===== src/rtl/pi1_downconv_pkg.sv =====
// Shared PerInt definitions for the width down-converter: op encodings
// (identical to pi1q), the clog2 helper and the converter FSM state type.
package pi1_downconv_pkg;

    localparam logic [1:0] PINOOP = 2'b00;
    localparam logic [1:0] PIWROP = 2'b01;
    localparam logic [1:0] PIRDOP = 2'b10;
    localparam logic [1:0] PIRWOP = 2'b11;

    // Ceiling log2, usable in parameter expressions.
    function automatic int clog2(input int value);
        int r;
        r = 0;
        for (int i = 0; i < 31; i++) begin
            if ((1 << i) < value) begin
                r = i + 1;
            end
        end
        return r;
    endfunction

    typedef enum logic [1:0] {
        ST_IDLE  = 2'd0,
        ST_ISSUE = 2'd1,
        ST_DRAIN = 2'd2
    } dc_state_e;

endpackage


===== src/rtl/pi1_downconv_nxtsel.sv =====
// Priority encoder: lowest slice index >= start whose byte-select slice is
// nonzero, plus a flag when no such slice remains. Used only when zero-select
// sub-ops are skipped (PI1_DOWNCONV_SKIPNOSEL_EN).
module pi1_downconv_nxtsel
    import pi1_downconv_pkg::*;
#(
    parameter int RATIO = 2,
    parameter int SELW  = 4,
    localparam int IDXW = clog2(RATIO)
) (
    input  logic [RATIO-1:0][SELW-1:0] sel,
    input  logic [IDXW:0]              start,
    output logic [IDXW-1:0]            idx,
    output logic                       none
);

    // Scan downward so the lowest qualifying slice wins.
    always_comb begin
        idx  = '0;
        none = 1'b1;
        for (int i = RATIO - 1; i >= 0; i--) begin
            if ((i >= int'(start)) && (sel[i] != '0)) begin
                idx  = IDXW'(i);
                none = 1'b0;
            end
        end
    end

endmodule


===== src/rtl/pi1_downconv.sv =====
// PerInt width down-converter: splits one wide op into RATIO narrow sub-ops
// and reassembles read data. Optional macro PI1_DOWNCONV_SKIPNOSEL_EN skips
// sub-ops whose byte-select slice is zero.
//
// state    | meaning
// ST_IDLE  | ready for an upstream op (m_rdy_o=1)
// ST_ISSUE | driving sub-op idx downstream, waiting for s_rdy_i
// ST_DRAIN | all sub-ops issued, collecting the final read slice
module pi1_downconv
    import pi1_downconv_pkg::*;
#(
    parameter int MARCHBITSZ = 64,
    parameter int SARCHBITSZ = 32,
    localparam int RATIO      = MARCHBITSZ / SARCHBITSZ,
    localparam int CLOG2RATIO = clog2(RATIO),
    localparam int MADDRBITSZ = MARCHBITSZ - clog2(MARCHBITSZ / 8),
    localparam int SADDRBITSZ = SARCHBITSZ - clog2(SARCHBITSZ / 8)
) (
    input  logic                      clk_i,
    input  logic                      rst_i,
    input  logic [1:0]                m_op_i,
    input  logic [MADDRBITSZ-1:0]     m_addr_i,
    input  logic [MARCHBITSZ-1:0]     m_data_i,
    input  logic [MARCHBITSZ/8-1:0]   m_sel_i,
    output logic [MARCHBITSZ-1:0]     m_data_o,
    output logic                      m_rdy_o,
    output logic [1:0]                s_op_o,
    output logic [SADDRBITSZ-1:0]     s_addr_o,
    output logic [SARCHBITSZ-1:0]     s_data_o,
    input  logic [SARCHBITSZ-1:0]     s_data_i,
    output logic [SARCHBITSZ/8-1:0]   s_sel_o,
    input  logic                      s_rdy_i
);

    localparam int SSELW = SARCHBITSZ / 8;
    localparam int HADDR = SADDRBITSZ - CLOG2RATIO;
    localparam logic [CLOG2RATIO-1:0] IDX_LAST = CLOG2RATIO'(RATIO - 1);

    dc_state_e                          state;
    logic [1:0]                         op_held;
    logic [HADDR-1:0]                   addr_held;
    logic [RATIO-1:0][SARCHBITSZ-1:0]   data_held;
    logic [RATIO-1:0][SSELW-1:0]        sel_held;
    logic [CLOG2RATIO-1:0]              idx;
    logic [CLOG2RATIO-1:0]              prev_idx;
    logic                               prevrd;
    logic [RATIO-1:0][SARCHBITSZ-1:0]   m_data_r;

    // Upper word-address bits select among wide words only; the narrow slave
    // sees the low bits concatenated with the slice index.
    logic unused_addr_bits;
    assign unused_addr_bits = ^m_addr_i[MADDRBITSZ-1:HADDR];

`ifdef PI1_DOWNCONV_SKIPNOSEL_EN
    logic [CLOG2RATIO-1:0] first_idx;
    logic                  first_none;
    logic [CLOG2RATIO-1:0] next_idx;
    logic                  next_none;
    logic [CLOG2RATIO:0]   next_start;

    assign next_start = {1'b0, idx} + (CLOG2RATIO + 1)'(1);

    pi1_downconv_nxtsel #(
        .RATIO (RATIO),
        .SELW  (SSELW)
    ) u_nxtsel_first (
        .sel   (m_sel_i),
        .start ('0),
        .idx   (first_idx),
        .none  (first_none)
    );

    pi1_downconv_nxtsel #(
        .RATIO (RATIO),
        .SELW  (SSELW)
    ) u_nxtsel_next (
        .sel   (sel_held),
        .start (next_start),
        .idx   (next_idx),
        .none  (next_none)
    );
`endif

    // Sequencing FSM: latch the wide op, walk the slices, gather read data.
    // Read data for a sub-op arrives with the next downstream acceptance,
    // hence the one-slice lag through prev_idx/prevrd.
    always_ff @(posedge clk_i) begin
        if (rst_i) begin
            state    <= ST_IDLE;
            idx      <= '0;
            m_data_r <= '0;
            prevrd   <= 1'b0;
        end else begin
            case (state)
                ST_IDLE: begin
                    if (m_op_i != PINOOP) begin
                        op_held   <= m_op_i;
                        addr_held <= m_addr_i[HADDR-1:0];
                        data_held <= m_data_i;
                        sel_held  <= m_sel_i;
`ifdef PI1_DOWNCONV_SKIPNOSEL_EN
                        // Skipped read slices must read back as zero.
                        if (m_op_i[1]) begin
                            m_data_r <= '0;
                        end
                        if (!first_none) begin
                            idx   <= first_idx;
                            state <= ST_ISSUE;
                        end
`else
                        idx   <= '0;
                        state <= ST_ISSUE;
`endif
                    end
                end
                ST_ISSUE: begin
                    if (s_rdy_i) begin
                        if (prevrd) begin
                            m_data_r[prev_idx] <= s_data_i;
                        end
                        prevrd   <= op_held[1];
                        prev_idx <= idx;
`ifdef PI1_DOWNCONV_SKIPNOSEL_EN
                        if (next_none) begin
                            state <= ST_DRAIN;
                        end else begin
                            idx <= next_idx;
                        end
`else
                        if (idx == IDX_LAST) begin
                            state <= ST_DRAIN;
                        end else begin
                            idx <= idx + CLOG2RATIO'(1);
                        end
`endif
                    end
                end
                ST_DRAIN: begin
                    if (s_rdy_i) begin
                        if (prevrd) begin
                            m_data_r[prev_idx] <= s_data_i;
                        end
                        prevrd <= 1'b0;
                        state  <= ST_IDLE;
                    end
                end
                default: begin
                    state <= ST_IDLE;
                end
            endcase
        end
    end

    // Handshake outputs decode the state; reset forces both idle.
    always_comb begin
        m_rdy_o = 1'b0;
        s_op_o  = PINOOP;
        if (!rst_i) begin
            m_rdy_o = (state == ST_IDLE);
            if (state == ST_ISSUE) begin
                s_op_o = op_held;
            end
        end
    end

    assign s_addr_o = {addr_held, idx};
    assign s_data_o = data_held[idx];
    assign s_sel_o  = sel_held[idx];
    assign m_data_o = m_data_r;

endmodule


===== config.mk =====
export PLATFORM = sky130hd
export DESIGN_NAME = pi1_downconv
export DESIGN_NICKNAME = d
export VERILOG_FILES = /design/src/rtl/pi1_downconv_pkg.sv /design/src/rtl/pi1_downconv_nxtsel.sv /design/src/rtl/pi1_downconv.sv
export SDC_FILE = /design/constraint.sdc
export NUM_CORES = 1
export LEC_CHECK = 0
export CORE_MARGIN = 2
export CORE_UTILIZATION = 30
export DETAILED_ROUTE_END_ITERATION = 7
export MAX_ROUTING_LAYER = met4
export PLACE_DENSITY = 0.61
export SYNTH_ARGS = -nofsm -noshare
export SYNTH_HDL_FRONTEND = slang
export SYNTH_HIERARCHICAL = 1
export SYNTH_SLANG_ARGS = --single-unit

===== constraint.sdc =====
create_clock -name clk_i -period 13.2 [get_ports clk_i]
set_input_delay 3.3 -clock clk_i [delete_from_list [all_inputs] [get_ports clk_i]]
set_output_delay 3.3 -clock clk_i [all_outputs]
set_load 0.02 [all_outputs]

==> results of run 1 <==
-- per-layer routing --
layer | vias to the layer above | part of all wire [%] | global-route usage (%) | wire, um
met5 | - | 0 | - | 0
met4 | 0 | 2.6 | 6.33 | 435
met3 | 25 | 5.1 | 4.11 | 854
met2 | 147 | 53 | 26.5 | 8800
met1 | 2169 | 40 | 16.9 | 6650
li1 | 2151 | - | - | -
-- power groups by stage --
stage,registers [mW],logic (mW),clock network (mW)
after global placement,0.692,0.369,0
after CTS,0.684,0.375,0.507
after floorplan,0.717,0.183,0
final,0.682,0.371,0.492
after detailed placement,0.696,0.372,0
after global routing,0.691,0.392,0.530
-- cells by family after synthesis --
group                      count (synthesis)
buffers and inverters                     28
DFF                                      172
AOI/OAI and AO/OA                         70
adders and majority gates                  5
and+or+nand+nor                          150
muxes                                     38
-- layout by cell type (no fill, tap or decap) --
cell             instances
mux2_2                  36
clkbuf_1                 1
a211oi_2                 1
nor3_1                   3
nand2b_1                 1
a31oi_1                  1
nand2_1                129
clkdlybuf4s50_1        269
bufinv_16                1
mux2i_1                  2
clkinv_1                 1
nor3b_2                  1
nand3_4                  1
dfxtp_2                  1
edfxtp_1               104
buf_4                    4
buf_2                    1
nand4_1                  1
nor2_4                   2
inv_8                    6
a2bb2oi_1                1
ha_1                     5
nand2b_4                 1
and2_1                   3
a21oi_1                 40
dfxtp_1                 67
inv_6                    1
inv_1                    3
nor2b_1                  4
nor2_1                   4
a21oi_2                 25
o31ai_1                  1
clkinv_4                 5
o21ba_2                  1
clkbuf_16               17
-- flip-flops by register name (all words and copies together), names as in the netlist --
| name | cells |
|---|---|
| prev_idx | 1 |
| prevrd | 1 |
| idx | 1 |
| sel_held | 8 |
| state | 2 |
| op_held | 2 |
| addr_held | 29 |
| data_held | 64 |
| m_data_o | 64 |
-- worst min-delay path, stage by stage, from the launching register on --
cell and delay, ns:
dfxtp_1 0.31, nand2_1 0.05, a21oi_1 0.05
-- area by class of cell --
class	count	area (sq um)
clock buffers	18	429
repair buffers	274	2730
fillers	1802	10600
clock inverters	14	154
inverters	3	11.3
flip-flops and latches	172	4490
well taps	270	338
multi-input cells	263	1590
-- metrics by stage --
stage | instance area, sq um | worst slack, ns | power [mW] | utilization, %
after floorplan | 6240 | 1.31 | 0.900 | -
after global placement | 9150 | 4.88 | 1.06 | 45.1
after detailed placement | 9150 | 4.84 | 1.07 | 45.1
after CTS | 9730 | 4.84 | 1.57 | 48.0
after global routing | 9730 | 4.66 | 1.61 | 48.0
final | 9730 | 4.81 | 1.55 | 48.0
-- worst min-delay path by stage --
stage / start / endpoint / slack (ns)
6_report: m_data_o[39] / m_data_o[39] / 0.46
2_1_floorplan: idx / prev_idx / 0.45
4_1_cts: m_data_o[10] / m_data_o[10] / 0.46
3_5_place_dp: m_data_o[10] / m_data_o[10] / 0.45
3_3_place_gp: m_data_o[1] / m_data_o[1] / 0.44
5_1_grt: m_data_o[1] / m_data_o[1] / 0.48
==> reports/qor.yml, run 1 <==
status:
  status: "completed"
synthesis:
  synth_xor_area_share_pct: 0
  synth_cell_types: 28
  ys_top_cells_by_area: "edfxtp_1, dfxtp_1, nand2_1"
  yosys-top-cells-count: "nand2_1, edfxtp_1, dfxtp_1"
  synth_warnings: 6
  ys_seq_elements: 172
  synthFlopType: "edfxtp_1"
  synth_top_family_by_area: "simple AND/OR/NAND/NOR gates"
  synth.top_cell.area_share_pct: 50.0
  synth_mux_area_share_pct: 6.81
  syn_area_sq_um: 6240
  yosys.area_share.adder_pct: 1.00
  synth-simple-area-share_pct: 10.1
  syn_inst: 463
  synthesis.nets: 638
  syn_area_per_cell_sq_um: 13.5
  synth.most_common_cell: "nand2_1"
  synth_compound_area_share_pct: 7.43
  yosysTopAreaCell: "edfxtp_1"
  synth-seq-area-share_pct: 71.8
  async_flop_share_pct: 0
  synth_edf_count: 104
power:
  switching_share_pct: 28.6
  total_leakage_power_nw: 3.23
  ir_drop_mv: 0.115
  clkPwrFrac_pct: 31.9
  p_sw_uw: 442
  powerDensity_nw_per_um2: 159
  p_comb_share_pct: 24.0
  power_frac_seq_pct: 44.1
  p_int_mw: 1.10
clock_network:
  cts.sinks: 172
  cts_tree: "done"
  clk_latency_ns: 0.42
  path_clk_slew_ns: 0.06
  cts_hold_buffers: 0
  htree_num_levels: 4
  clockBufferDepth: 2
  ctsResizeCount: 0
  postCtsSetupBuffers: 0
  cts_buffers: 17
  clock_tree.root_cell: "clkbuf_16"
timing:
  fin_skew_ns: 0.00839
  worst_slew_pin_slew_ns: 1.11
  fmax_mhz: 119
  fin_tns_setup_ns: 0
  relSlewSlack_pct: 25.7
  hold_violations: 0
  rsz0062_at_grt: "false"
  layout_min_cycle_time_ns: 8.39
  setup_viol: 0
  maxSlewViolCount: 0
  period_share_pct: 63.5
  whs_ns: 0.455
setup_path:
  r2r_end: "sel_held[7]"
  cp_data_required_time_ns: 9.90
  path_class: "input port to output port"
  r2r_slack_ns: 10.76
  endpoint: "s_op_o[0]"
  cpPeakStageDelay_ns: 0.68
  ff2ff_path_depth: 5
  critPathLaunch: "rst_i"
  r2r_start: "state[1]"
  cp_slowest_cell: "buf_4"
  path_max_fanout: 71
  crit_path_cell_trace: "buf_2 > buf_4 > nor2b_1 > and2_1 > clkdlybuf4s50_1"
  cp.depth: 5
  cp-end-kind: "output port"
  start_kind: "input port"
  cp_top_family: "buffers and inverters"
  crit_buf_inv: 3
  cp.arrival_ns: 5.09
global_route:
  grt_pass1_vias: 4595
  grt_max_degree: 89
  grt-ovfl-total: 0
  grt_pass1_wl_um: 24900
  antenna_found_initial: 0
  track_usage_pct: 15.4
detailed_routing:
  drtPass1Iterations: 4
  ant_nets: 0
  drc_errors: 0
  wl_per_cell_um: 16.5
  drt_wl_total_um: 16700
  vias: 4492
  vias_per_cell: 4.43
  initialDrtViolationCount: 204
cells_and_area:
  drive_gt1_share_pct: 14.0
  nets: 906
  fin_cells: 1014
  antenna_cells: 0
  synthToLayoutAreaGrowth_pct: 55.9
floorplanning:
  die_height_um: 148
  row_count: 52
  start_util_pct: 30.8
  die-area_sq_um: 22000
  die_x_um: 148
  coreArea_sq_um: 20300
  io_pins: 303
min_path:
  min_delay_path_depth: 2
  hold_path_class: "flop to flop"
placement:
  finalWeightedCongestion: 0.787
  placedCellCount: 982
  dp_hpwl_um: 12100
  io_buffers: 270
flow_run:
  maxCapViolCount: 0
Note: power is estimated with default switching activity, not from simulation.
==> run 2: changes to the inputs <==
--- a/config.mk
+++ b/config.mk
@@ -9,7 +9,7 @@
 export CORE_UTILIZATION = 30
 export DETAILED_ROUTE_END_ITERATION = 7
 export MAX_ROUTING_LAYER = met4
-export PLACE_DENSITY = 0.61
+export PLACE_DENSITY = 0.64
 export SYNTH_ARGS = -nofsm -noshare
 export SYNTH_HDL_FRONTEND = slang
 export SYNTH_HIERARCHICAL = 1
==> constraint.sdc (replaced) <==
create_clock -name clk_i -period 6.9 [get_ports clk_i]
set_input_delay 1.725 -clock clk_i [delete_from_list [all_inputs] [get_ports clk_i]]
set_output_delay 1.725 -clock clk_i [all_outputs]
set_load 0.02 [all_outputs]
==> run 2 against run 1 <==
  * Worst setup slack got worse by 2.8 ns
  * Non-clock buffer count did not move
  * First-iteration DRC count fell by 1.5%
  * Die area did not move
  * Highest routed layer unchanged
  * Hold slack improved by 0.0023 ns
  * Count of clock-buffer cells in the layout fell by 1
  * Final cell count barely moved
  * Sequential cell count did not move
  * Via count rose by 0.80%
  * Critical path depth fell by 1
  * Core utilization rose by 0.10 points
==> reports/qor.yml, run 2 (synthesis results as in run 1) <==
setup_path:
  cp_data_required_time_ns: 5.18  # -4.72 ns
  start_kind: "input port"
  cp_slowest_cell: "buf_4"
  cp_top_family: "buffers and inverters"
  r2r_slack_ns: 4.46  # -6.30 ns
  cp-end-kind: "output port"
  cpPeakStageDelay_ns: 0.65  # -0.03 ns
  path_max_fanout: 70  # -1.4%
  r2r_end: "data_held[59]"
  r2r_start: "state[1]"
  crit_path_cell_trace: "buf_2 > buf_4 > nor2b_1 > clkdlybuf4s50_1"
  ff2ff_path_depth: 4  # -1
  cp.arrival_ns: 3.18  # -1.91 ns
  path_class: "input port to output port"
  crit_buf_inv: 3  # unchanged
timing:
  setup_slack_ns: 1.99  # -2.82 ns
  setup_viol: 0  # unchanged
  fin_tns_setup_ns: 0  # unchanged
  period_share_pct: 71.1
  maxSlewViolCount: 0  # unchanged
  layout_min_cycle_time_ns: 4.91
  fin_skew_ns: 0.00892  # +0.000531 ns
  fmax_mhz: 204
  relSlewSlack_pct: 35.3  # +9.6 points
  worst_slew_pin_slew_ns: 0.971  # -0.144 ns
  hold_violations: 0  # unchanged
  rsz0062_at_grt: "false"
  whs_ns: 0.458  # +0.00227 ns
clock_network:
  htree_num_levels: 4  # unchanged
  path_clk_slew_ns: 0.07  # about the same
  cts.sinks: 172  # unchanged
  ctsResizeCount: 0  # unchanged
  cts_tree: "done"
  cts_buffers: 17  # unchanged
  cts_hold_buffers: 0  # unchanged
  clockBufferDepth: 2  # unchanged
  clock_tree.root_cell: "clkbuf_16"
  clk_latency_ns: 0.42  # about the same
  postCtsSetupBuffers: 0  # unchanged
detailed_routing:
  wl_per_cell_um: 17.0  # +3.0%
  initialDrtViolationCount: 201  # -1.5%
  vias: 4528  # +0.80%
  drc_errors: 0  # unchanged
  drtPass1Iterations: 4  # unchanged
  ant_nets: 0  # unchanged
  vias_per_cell: 4.46  # +0.70%
  drt_wl_total_um: 17300  # +3.1%
power:
  powerDensity_nw_per_um2: 305  # +92%
  power_frac_seq_pct: 43.8  # -0.3 points
  p_int_mw: 2.12  # +92%
  switching_share_pct: 28.9  # +0.31 points
  total_leakage_power_nw: 3.23  # about the same
  p_total_mw: 2.98  # +93%
  ir_drop_mv: 0.198  # +73%
  p_sw_uw: 861  # +95%
  clkPwrFrac_pct: 32.3  # +0.4 points
  p_comb_share_pct: 23.9  # about the same
floorplanning:
  die_x_um: 148  # unchanged
  die_height_um: 148  # unchanged
  row_count: 52  # unchanged
  io_pins: 303  # unchanged
  coreArea_sq_um: 20300  # unchanged
  start_util_pct: 30.8  # unchanged
  die-area_sq_um: 22000  # unchanged
placement:
  place_area_sq_um: 9160  # about the same
  finalWeightedCongestion: 0.865  # +10%
  io_buffers: 270  # unchanged
  dp_slack_ns: 1.96  # -2.88 ns
  dp_hpwl_um: 12600  # +4.3%
global_route:
  grt_pass1_wl_um: 26000  # +4.3%
  antenna_found_initial: 1  # +1
  grt-ovfl-total: 0  # unchanged
  grt_pass1_vias: 4680  # +1.8%
  track_usage_pct: 16.1  # +0.72 points
  grt_max_degree: 71  # -20%
cells_and_area:
  layout_commonest_cell: "clkdlybuf4s50_1"
  final_cell_mix: "clkdlybuf4s50_1, nand2_1, edfxtp_1"
  fillCellCount: 1832  # +1.7%
  nets: 906  # unchanged
  synthToLayoutAreaGrowth_pct: 56.3
  drive_gt1_share_pct: 14.1  # +0.13 points
  final_cell_area_sq_um: 9760  # +0.22%
min_path:
  min_delay_path_depth: 2  # unchanged
  hold_path_class: "flop to flop"
  holdCritStartpoint: "m_data_o[2]"
  min_to: "m_data_o[2]"
status:
  status: "completed"
flow_run:
  maxCapViolCount: 0  # unchanged
run 2: cell count changes in the layout (fill, tap and decap cells not counted), sizes merged:
| cell | delta |
|---|---|
| clkbuf | -1 |
| inv | +2 |
| clkinvlp | +2 |
| clkinv | -3 |
| diode | +1 |
run 2: worst max-delay path by stage:
| stage | slack [ns] | depth (start not counted) | from | end |
|---|---|---|---|---|
| after floorplan | 0.25 | 3 | rst_i | addr_held[0] |
| after global placement | 1.98 | 4 | rst_i | m_rdy_o |
| after detailed placement | 1.96 | 4 | rst_i | m_rdy_o |
| after CTS | 1.94 | 4 | rst_i | m_rdy_o |
| after global routing | 1.85 | 4 | rst_i | m_rdy_o |
| final | 1.99 | 4 | rst_i | m_rdy_o |
run 2: tightest hold or removal path, cell delays in order, from the launching register on:
cell and delay [ns]:
dfxtp_1 0.31, nand2_1 0.05, a21oi_1 0.05
run 2: layer usage:
metal | up-vias | share of wire [%] | global-route usage [%]
li1 | 2153 | - | -
met1 | 2217 | 41 | 18.4
met2 | 133 | 53 | 27.2
met3 | 25 | 4.5 | 4.60
met4 | 0 | 2.0 | 5.52
met5 | - | 0 | -
run 2: layout make-up:
type                    count  area [sq um]  area share [%]
diodes                      1          2.50          0.0257
repair buffers            274          2730            28.0
clock buffers              17           425            4.36
inverters                   3          11.3           0.115
multi-input cells         263          1600            16.4
well taps                 270           338            3.46
flip-flops and latches    172          4490            46.0
clock inverters            15           170            1.74
run 2: power groups by stage:
| stage | registers (mW) | clock network, mW | logic, mW |
|---|---|---|---|
| global route | 1.32 | 1.03 | 0.753 |
| finish | 1.30 | 0.960 | 0.712 |
| floorplan | 1.35 | 0 | 0.351 |
| detailed placement | 1.33 | 0 | 0.713 |
| global placement | 1.32 | 0 | 0.704 |
| CTS | 1.31 | 0.991 | 0.719 |
run 2: metrics by stage:
stage,util (%),std cells
floorplan,-,463
detailed placement,45.1,982
global placement,45.1,982
finish,48.1,1015
CTS,48.0,1014
global route,48.1,1015
==> run 3: changes to the inputs <==
==> constraint.sdc (replaced) <==
create_clock -name clk_i -period 4.4 [get_ports clk_i]
set_input_delay 1.1 -clock clk_i [delete_from_list [all_inputs] [get_ports clk_i]]
set_output_delay 1.1 -clock clk_i [all_outputs]
set_load 0.02 [all_outputs]
==> run 3 against run 2 <==
  * Clock power is 54% higher
  * Critical path type is now flop to output port
  * First-iteration DRC count is 7.0% lower
  * Register-to-register slack worse by 2.2 ns
==> reports/qor.yml, run 3 (synthesis results as in run 1) <==
cells_and_area:
  synthToLayoutAreaGrowth_pct: 56.7
  layout_commonest_cell: "clkdlybuf4s50_1"
  final_cell_area_sq_um: 9780  # +0.26%
  final_cell_mix: "clkdlybuf4s50_1, nand2_1, edfxtp_1"
  multi_input_area_sq_um: 1600  # unchanged
  antenna_cells: 0  # -1
  seqCellArea_sq_um: 4490  # unchanged
  fin_cells: 1016  # +0.099%
  nets: 908  # +0.22%
  drive_gt1_share_pct: 14.3  # +0.23 points
  utilization_pct: 48.2  # +0.12 points
  fillCellCount: 1839  # +0.38%
floorplanning:
  die-area_sq_um: 22000  # unchanged
  die_height_um: 148  # unchanged
  coreArea_sq_um: 20300  # unchanged
  io_pins: 303  # unchanged
  start_util_pct: 30.8  # unchanged
  die_x_um: 148  # unchanged
  row_count: 52  # unchanged
timing:
  relSlewSlack_pct: 33.6  # -1.7 points
  maxSlewViolCount: 0  # unchanged
  whs_ns: 0.455  # -0.00287 ns
  hold_violations: 0  # unchanged
  setup_viol: 0  # unchanged
  fmax_mhz: 281
  worst_slew_pin_slew_ns: 0.996  # +0.0249 ns
  rsz0062_at_grt: "false"
  layout_min_cycle_time_ns: 3.55
  period_share_pct: 80.7
  fin_skew_ns: 0.00621  # -0.00271 ns
  fin_tns_setup_ns: 0  # unchanged
global_route:
  antenna_found_initial: 0  # -1
  track_usage_pct: 15.8  # -0.26 points
  grt_pass1_vias: 4724  # +0.94%
  grt-ovfl-total: 0  # unchanged
  grt_max_degree: 63  # -11%
  grt_pass1_wl_um: 25600  # -1.4%
clock_network:
  clk_latency_ns: 0.42  # about the same
  cts_hold_buffers: 0  # unchanged
  clock_tree.root_cell: "clkbuf_16"
  postCtsSetupBuffers: 0  # unchanged
  cts_tree: "done"
  ctsResizeCount: 0  # unchanged
  path_clk_slew_ns: 0.07  # about the same
  cts_buffers: 17  # unchanged
  htree_num_levels: 4  # unchanged
  clockBufferDepth: 2  # unchanged
  cts.sinks: 172  # unchanged
setup_path:
  cp-end-kind: "output port"
  path_class: "flop to output port"
  cpPeakStageDelay_ns: 0.97  # +0.32 ns
  cp_top_family: "flip-flops"
  critPathLaunch: "idx"
  start_kind: "flop"
  cp_slowest_cell: "dfxtp_2"
  r2r_start: "state[1]"
  crit_path_cell_trace: "mux2_2 > clkdlybuf4s50_1"
  crit_buf_inv: 1  # -2
  cp.arrival_ns: 2.45  # -0.73 ns
  cp_data_required_time_ns: 3.30  # -1.88 ns
  path_max_fanout: 40  # -43%
flow_run:
  maxCapViolCount: 0  # unchanged
detailed_routing:
  vias: 4512  # -0.35%
  drc_errors: 0  # unchanged
  drtPass1Iterations: 6  # +2
  ant_nets: 0  # unchanged
  drt_wl_total_um: 17100  # -0.69%
  wl_per_cell_um: 16.9  # -0.79%
  initialDrtViolationCount: 187  # -7.0%
  vias_per_cell: 4.44  # -0.45%
placement:
  placedCellCount: 984  # +0.20%
  dp_hpwl_um: 12500  # -0.56%
  finalWeightedCongestion: 0.831  # -4.0%
  io_buffers: 270  # unchanged
  place_area_sq_um: 9200  # +0.44%
power:
  total_leakage_power_nw: 3.23  # about the same
  ir_drop_mv: 0.255  # +29%
  powerDensity_nw_per_um2: 477  # +56%
status:
  status: "completed"
min_path:
  holdCritStartpoint: "m_data_o[54]"
  hold_path_class: "flop to flop"
run 3: stage by stage:
| step | setup WS [ns] | power (mW) |
|---|---|---|
| final | 0.847 | 4.67 |
| after global routing | 0.705 | 4.86 |
| after CTS | 0.799 | 4.73 |
| after detailed placement | 1.02 | 3.23 |
| after global placement | 1.03 | 3.20 |
| after floorplan | -0.0194 | 2.67 |
run 3: metal layers:
metal  global-route usage, %  wire (um)  up-vias
met1                    17.5       6740     2188
met2                    27.3       9070      145
met4                    6.19        468        0
li1                        -          -     2147
met3                    4.23        867       32
met5                       -          0        -
run 3: power by group:
group          switching, mW  total [mW]  leakage (nW)  internal (mW)
Combinational          0.564        1.14          1.44          0.575
Sequential             0.101        2.05          1.53           1.95
Clock                  0.677        1.48         0.272          0.803
run 3: final timing paths:
| check | end | slack (ns) | cells past startpoint |
|---|---|---|---|
| max reg2reg | data_held[1] | 2.28 | 4 |
| min reg2reg | m_data_o[54] | 0.45 | 2 |
| min | m_data_o[54] | 0.45 | 2 |
| max | s_data_o[17] | 0.85 | 2 |
run 3: final cells by class:
class | instances | area share [%]
multi-input cells | 263 | 16.3
well taps | 270 | 3.45
repair buffers | 276 | 28.3
inverters | 3 | 0.115
flip-flops and latches | 172 | 45.9
clock inverters | 14 | 1.57
clock buffers | 18 | 4.39
run 3: worst register-to-register path: cells and delay by family, from the launching register on:
| kind | cells | cell delay (ns) |
|---|---|---|
| buf+inv | 2 | 0.46 |
| fa+ha+maj | 1 | 0.25 |
| flops | 1 | 0.31 |
| simple gates | 1 | 0.75 |
